**src/rtl/seqdet_pkg.sv**
```systemverilog
// Shared constants and elaboration-time KMP helpers for the serial pattern detector.
package seqdet_pkg;

   localparam int unsigned MAX_LEN = 16;

   function automatic int unsigned state_w(input int unsigned len);
      return (len < 2) ? 1 : $clog2(len);
   endfunction

   function automatic bit len_ok(input int unsigned len);
      return (len >= 2) && (len <= MAX_LEN);
   endfunction

   // Pattern bit in arrival order: index 0 is the first bit on the line.
   function automatic logic pat_bit(input logic [MAX_LEN-1:0] pattern,
                                    input int unsigned len, input int unsigned i);
      logic [MAX_LEN-1:0] t;
      t = pattern >> (len - 1 - i);
      return t[0];
   endfunction

   function automatic logic seq_bit(input logic [MAX_LEN:0] s, input int unsigned i);
      logic [MAX_LEN:0] t;
      t = s >> i;
      return t[0];
   endfunction

   // Longest proper pattern prefix that is a suffix of (matched prefix ++ b).
   function automatic int unsigned kmp_next(input logic [MAX_LEN-1:0] pattern,
                                            input int unsigned len,
                                            input int unsigned state,
                                            input logic b);
      logic [MAX_LEN:0] s;
      int unsigned      n;
      int unsigned      res;
      bit               ok;
      s = '0;
      for (int unsigned i = 0; i < MAX_LEN; i++) begin
         if (i < state)
            s = s | ((MAX_LEN+1)'(pat_bit(pattern, len, i)) << i);
      end
      s   = s | ((MAX_LEN+1)'(b) << state);
      n   = state + 1;
      res = 0;
      for (int unsigned j = 1; j <= MAX_LEN; j++) begin
         if ((j < len) && (j <= n)) begin
            ok = 1'b1;
            for (int unsigned i = 0; i < MAX_LEN; i++) begin
               if ((i < j) && (pat_bit(pattern, len, i) != seq_bit(s, n - j + i)))
                  ok = 1'b0;
            end
            if (ok)
               res = j;
         end
      end
      return res;
   endfunction

   // Border of the whole pattern: where an overlapping match resumes.
   function automatic int unsigned kmp_fail(input logic [MAX_LEN-1:0] pattern,
                                            input int unsigned len);
      return kmp_next(pattern, len, len - 1, pat_bit(pattern, len, len - 1));
   endfunction

endpackage

```
**src/rtl/sat_counter.sv**
```systemverilog
// Saturating event counter with a sticky saturation flag; clear wins over increment.
module sat_counter #(
   parameter int unsigned W = 8
) (
   input  logic         clk,
   input  logic         rst,
   input  logic         inc,
   input  logic         clr,
   output logic [W-1:0] cnt,
   output logic         sat
);

   localparam logic [W-1:0] CNT_MAX = '1;

   always_ff @(posedge clk or posedge rst) begin
      if (rst) begin
         cnt <= '0;
         sat <= 1'b0;
      end else if (clr) begin
         cnt <= '0;
         sat <= 1'b0;
      end else if (inc && (cnt != CNT_MAX)) begin
         cnt <= cnt + W'(1);
         sat <= (cnt == (CNT_MAX - W'(1)));
      end
   end

endmodule

```
**src/rtl/mealy_seq_detector.sv**
```systemverilog
// Parametrised Mealy serial-pattern detector with KMP fallback and saturating match count.
module mealy_seq_detector
   import seqdet_pkg::*;
#(
   parameter int unsigned             PATTERN_LEN = 4,
   parameter logic [PATTERN_LEN-1:0]  PATTERN     = 4'b1011,
   parameter bit                      OVERLAP     = 1'b1,
   parameter int unsigned             COUNT_W     = 8
) (
   input  logic               clk,
   input  logic               rst,
   input  logic               in_valid,
   input  logic               in,
   input  logic               cnt_clr,
   output logic               out,
   output logic               out_r,
   output logic [COUNT_W-1:0] match_cnt,
   output logic               cnt_sat
);

   localparam int unsigned        SW       = state_w(PATTERN_LEN);
   localparam int unsigned        NS       = 2 ** SW;
   localparam logic [MAX_LEN-1:0] PAT_EXT  = MAX_LEN'(PATTERN);
   localparam logic [SW-1:0]      LAST     = SW'(PATTERN_LEN - 1);
   localparam logic               LAST_BIT = PATTERN[0];

   if (!len_ok(PATTERN_LEN)) begin : g_bad_len
      $error("mealy_seq_detector: PATTERN_LEN must be in 2..16");
   end

   logic [SW-1:0] r_state;
   logic [SW-1:0] w_state_nxt;
   logic          w_match;
   logic [SW-1:0] w_nxt_tbl [2*NS];

   // Transition table indexed by {state, bit}; unreachable states park at 0.
   for (genvar k = 0; k < NS; k++) begin : g_tbl
      if (k < PATTERN_LEN) begin : g_live
         assign w_nxt_tbl[2*k]   = SW'(kmp_next(PAT_EXT, PATTERN_LEN, k, 1'b0));
         assign w_nxt_tbl[2*k+1] = SW'(kmp_next(PAT_EXT, PATTERN_LEN, k, 1'b1));
      end else begin : g_dead
         assign w_nxt_tbl[2*k]   = '0;
         assign w_nxt_tbl[2*k+1] = '0;
      end
   end

   assign w_match = in_valid & (r_state == LAST) & (in == LAST_BIT);
   assign out     = w_match & ~rst;

   always_comb begin
      w_state_nxt = r_state;
      if (in_valid) begin
         if (w_match && !OVERLAP)
            w_state_nxt = '0;
         else
            w_state_nxt = w_nxt_tbl[{r_state, in}];
      end
   end

   always_ff @(posedge clk or posedge rst) begin
      if (rst) begin
         r_state <= '0;
         out_r   <= 1'b0;
      end else begin
         r_state <= w_state_nxt;
         out_r   <= w_match;
      end
   end

   sat_counter #(.W(COUNT_W)) u_cnt (
      .clk (clk),
      .rst (rst),
      .inc (w_match),
      .clr (cnt_clr),
      .cnt (match_cnt),
      .sat (cnt_sat)
   );

endmodule

```
**config.mk**
```make
export PLATFORM = sky130hd
export DESIGN_NAME = mealy_seq_detector
export DESIGN_NICKNAME = d
export VERILOG_FILES = /design/src/rtl/seqdet_pkg.sv /design/src/rtl/sat_counter.sv /design/src/rtl/mealy_seq_detector.sv
export SDC_FILE = /design/constraint.sdc
export NUM_CORES = 1
export LEC_CHECK = 0
export ABC_AREA = 0
export CORE_UTILIZATION = 50
export CTS_BUF_LIST = sky130_fd_sc_hd__clkbuf_4 sky130_fd_sc_hd__clkbuf_8
export CTS_CLUSTER_SIZE = 14
export DETAILED_ROUTE_END_ITERATION = 16
export PLACE_DENSITY_LB_ADDON = 0.1
export REMOVE_ABC_BUFFERS = 1
export SETUP_SLACK_MARGIN = 0.1
export SLEW_MARGIN = 20
export SYNTH_ARGS = -nofsm -noshare
export SYNTH_HDL_FRONTEND = slang
export SYNTH_SLANG_ARGS = --single-unit
```
**constraint.sdc**
```tcl
create_clock -name clk -period 1.9 [get_ports clk]
set_input_delay 0.475 -clock clk [delete_from_list [all_inputs] [get_ports clk]]
set_output_delay 0.475 -clock clk [all_outputs]
set_load 0.1 [all_outputs]
```
==> run summary, run 1 <==
The netlist area before placement is 694.4 um^2. The internal portion of total power came out at 395.3 uW. The clock network is responsible for between 20 and 30% of the overall power. The count of mapped cells out of synthesis came out at 69. The wire length of the first global-routing pass is 2.435 mm.

The number of routed nets with antenna violations came out at 0. Ranked by instance count, the synthesized netlist is headed by 12 x dfrtp_1, 7 x inv_1, 7 x nor2_1. The routed design has 1.570 mm of wire. The maximum vdd drop is roughly 0.32 mV.

The estimated wirelength of the detail-placed design is 1.145 mm. The die covers about 1500 um^2. Routability-driven placement finished with a final weighted congestion of slightly below 0.9. The accumulated negative setup slack is 0 ns.

The total power is around 570 uW. The top cell type's share of synthesized area is 43.24%. The ratio of routed vias to standard cells is a little under 6. The quantity of I/O buffers inserted on ports is 15. The reported net switching power is 178.9 uW. The worst setup path is captured at an output port. The final number of max-transition violations came to 0. The critical path in this run is classified as input port to output port. Entering global routing, the biggest net connects 13 pins. The most used flip-flop cell after synthesis is dfrtp_1. In the post-synthesis netlist, the cell with the most instances is dfrtp_1.

In the global route stage, overall resource usage came out at 23.73%. On the worst path, the slowest cell contributes a delay of 0.46 ns. The TritonCTS buffer count came out at 3. The worst setup skew after layout came out at 0.001772 ns. For the pin with the worst max-slew slack, the measured transition is 0.4939 ns.

The signal on the critical path passes through clkdlybuf4s50_1 -> nor2_4 -> buf_12. The relative slew slack is about two thirds. The ratio of total power to cell area came out at ~550 nW/um^2. The initial DRC count is 38. The flow ran to the end, and the final reports show no timing, DRC or antenna violations. Counting I/O delays and the setup requirement, the final critical path takes 1.745 ns. The type of the most critical hold path is flop to flop. By area the synthesized netlist is led by dfrtp_1 43%, mux2_2 8.1%, ha_1 5.4%, a211oi_1 4.3%, inv_1 3.8%. Compared with the post-synthesis result, the final layout area differs by 49.73%. The total via count in the routed design came out at 619.

The global-route congestion overflow total is 0. CTS placed an instance of clkbuf_4 at the clock tree root. The per-instance average area after synthesis came out at 10.06 um^2. The number of filler cells placed in the layout is 94. The number of top-level pins is 16. The final critical-path share of the clock period is 91.83%. The largest driver fanout on the critical path came out at 2. The arrival time of the worst setup path came out at 1.27 ns.

The deepest level of the CTS H-tree is 1. Of the total power, combinational logic draws 22.2%. The via count of the first global-routing pass came out at 587. From left edge to right edge, the die measures 39.27 um.

STA classifies the critical path startpoint as an input port. The post-synthesis async set-or-reset flop share came out at between 90% and 100%. The slowest stage of the critical path belongs to the cell clkdlybuf4s50_1.

The number of synthesized flops with an enable pin is 0. The post-cts hold buffer count is 0. The highest attainable clock frequency came out at 0.5732 GHz. The vertical die dimension came out at 39.27 um. Counting flops and latches in the post-synthesis netlist gives 12. The number of antenna violations at the first check in global routing is 0. The part of the power in registers is 50.5%. The number of warnings issued by yosys came out at 0. The area of combinational cells with multiple inputs came out at 376.6 um^2. The proportion of synthesized chip area in sequential cells is a little over two fifths.

The biggest area contributor in the post-synthesis netlist is dfrtp_1. Setup repair after global routing left no endpoint under its margin. 0 antenna diodes ended up in the layout. The reported max-cap violation count came out at 0. The initial utilization of the core area, before any placement, comes to a little over half. STA puts the critical path data required time at ~1.4 ns. The setup-violating endpoint count in the final report is 0. The switching part of the total power is 31.15%.

The maximum count of clock buffers along a single path came out at 2. After synthesis, the netlist uses 21 different library cells. The leakage power came out at 0.0004782 uW. The detailed-route wire length per cell came out at 14.81 um. The count of endpoints failing hold in the final timing report came to 0. The core region area came out at 1301 um^2. The layout cell share with drive strength beyond 1 is 29.67%. Before antenna repair, the detailed router went through 4 iterations. The number of standard-cell rows in the floorplan came out at 13. TritonCTS built the clock tree. The final layout net count is 101. The clock latency reported for the late side of the worst-skew pair is 0.27 ns. For this run, design rule violations remaining after detail routing come to 0. The total clock sinks came out at 12. The register cell area after layout came out at 300.3 um^2. After clock tree synthesis, the clock-pin slew on the worst setup and hold paths is 0.07 ns.
==> path summary, 6_finish.rpt <==
kind                              start           end  slack, ns  cells past startpoint
max in group asynchronous           rst  u_cnt.cnt[1]       0.95                      2
setup reg to reg           u_cnt.cnt[0]  u_cnt.cnt[3]       0.24                      4
hold / removal               r_state[1]    r_state[1]       0.56                      1
hold reg to reg              r_state[1]    r_state[1]       0.56                      1
min in group asynchronous           rst     u_cnt.sat       0.62                      2
setup / recovery                    rst           out       0.16                      3
==> layout by cell type (no fill, tap or decap) <==
master | Yosys | layout
dfrtp_1 | 12 | 12
buf_12 | 0 | 11
inv_1 | 7 | 7
nor2_1 | 7 | 6
mux2_2 | 5 | 5
buf_4 | 0 | 5
nand4_1 | 4 | 4
nor2b_1 | 4 | 4
a211oi_1 | 4 | 4
a21oi_1 | 3 | 3
a31oi_1 | 3 | 3
nand3_1 | 3 | 3
and4_1 | 3 | 3
ha_1 | 3 | 3
clkbuf_4 | 0 | 3
and2_1 | 2 | 2
o211a_1 | 2 | 2
clkdlybuf4s50_1 | 0 | 2
dlygate4sd2_1 | 0 | 2
nand4_4 | 1 | 1
and3_1 | 1 | 1
nor4b_2 | 0 | 1
or4_1 | 1 | 1
o31ai_1 | 1 | 1
nand2_1 | 1 | 1
nor2_4 | 0 | 1
==> power groups by stage <==
stage | clock, uW | combinational (uW) | sequential, uW
after floorplan | 0 | 43.1 | 321
after global placement | 0 | 122 | 294
after detailed placement | 0 | 125 | 295
after CTS | 162 | 127 | 290
after global routing | 169 | 138 | 292
final | 157 | 127 | 290
==> stage by stage <==
stage / instances / instance area (um^2) / setup WS (ns) / util, % / hold slack (ns)
floorplan: 68 / 689.4 / -0.4593 / - / 0.3397
global placement: 102 / 998.5 / -0.1319 / 76.73 / 0.5269
detailed placement: 102 / 998.5 / -0.1698 / 76.73 / 0.5401
CTS: 106 / 1033 / 0.1606 / 79.42 / 0.5574
global route: 106 / 1040 / 0.1212 / 79.90 / 0.5844
finish: 106 / 1040 / 0.1553 / 79.90 / 0.5583
==> layer usage <==
| layer | vias to the layer above | global-route usage (%) | share of wire (%) |
|---|---|---|---|
| met5 | - | 0 | 0 |
| met4 | 0 | 10.34 | 1.8 |
| li1 | 304 | - | - |
| met3 | 4 | 3.977 | 4.6 |
| met1 | 288 | 28.83 | 43 |
| met2 | 23 | 40.83 | 51 |
==> final cells by class <==
type | instances | area share, %
clock buffers | 3 | 2.166
inverters | 7 | 2.527
multi-input cells | 49 | 36.22
flip-flops and latches | 12 | 28.88
well taps | 15 | 1.805
repair buffers | 20 | 28.40
==> sequential cells by signal (all words and copies together), names as in the netlist <==
signal     count
out_r          1
u_cnt.cnt      8
r_state        2
u_cnt.sat      1
==> worst max-delay path, delay by kind of cell <==
family        cells  cell delay [ns]
simple gates      1             0.15
buf+inv           2             0.64
==> timing repair <==
action                                 in CTS  in global routing
resized for setup                           4                  1
setup buffers                               1                  0
setup endpoints to repair                   1                  1
endpoints found under the hold margin       0                  0
pin swaps                                   1                  0
==> cells by family after synthesis <==
| family | Yosys count | share of synthesized area (%) |
|---|---|---|
| AOI/OAI and AO/OA | 13 | 13.15 |
| adders and majority gates | 3 | 5.406 |
| buffers and inverters | 8 | 4.505 |
| DFF | 12 | 43.24 |
| muxes | 5 | 8.108 |
| and+or+nand+nor | 28 | 25.59 |
No activity file was read; power rests on OpenSTA's default activity.
==> inputs of run 2 (changes only) <==
--- a/config.mk
+++ b/config.mk
@@ -8,7 +8,6 @@
 export ABC_AREA = 0
 export CORE_UTILIZATION = 50
 export CTS_BUF_LIST = sky130_fd_sc_hd__clkbuf_4 sky130_fd_sc_hd__clkbuf_8
-export CTS_CLUSTER_SIZE = 14
 export DETAILED_ROUTE_END_ITERATION = 16
 export PLACE_DENSITY_LB_ADDON = 0.1
 export REMOVE_ABC_BUFFERS = 1
==> results of run 2 <==
No change in the layout: final DEF, timing and power equal those of run 1.
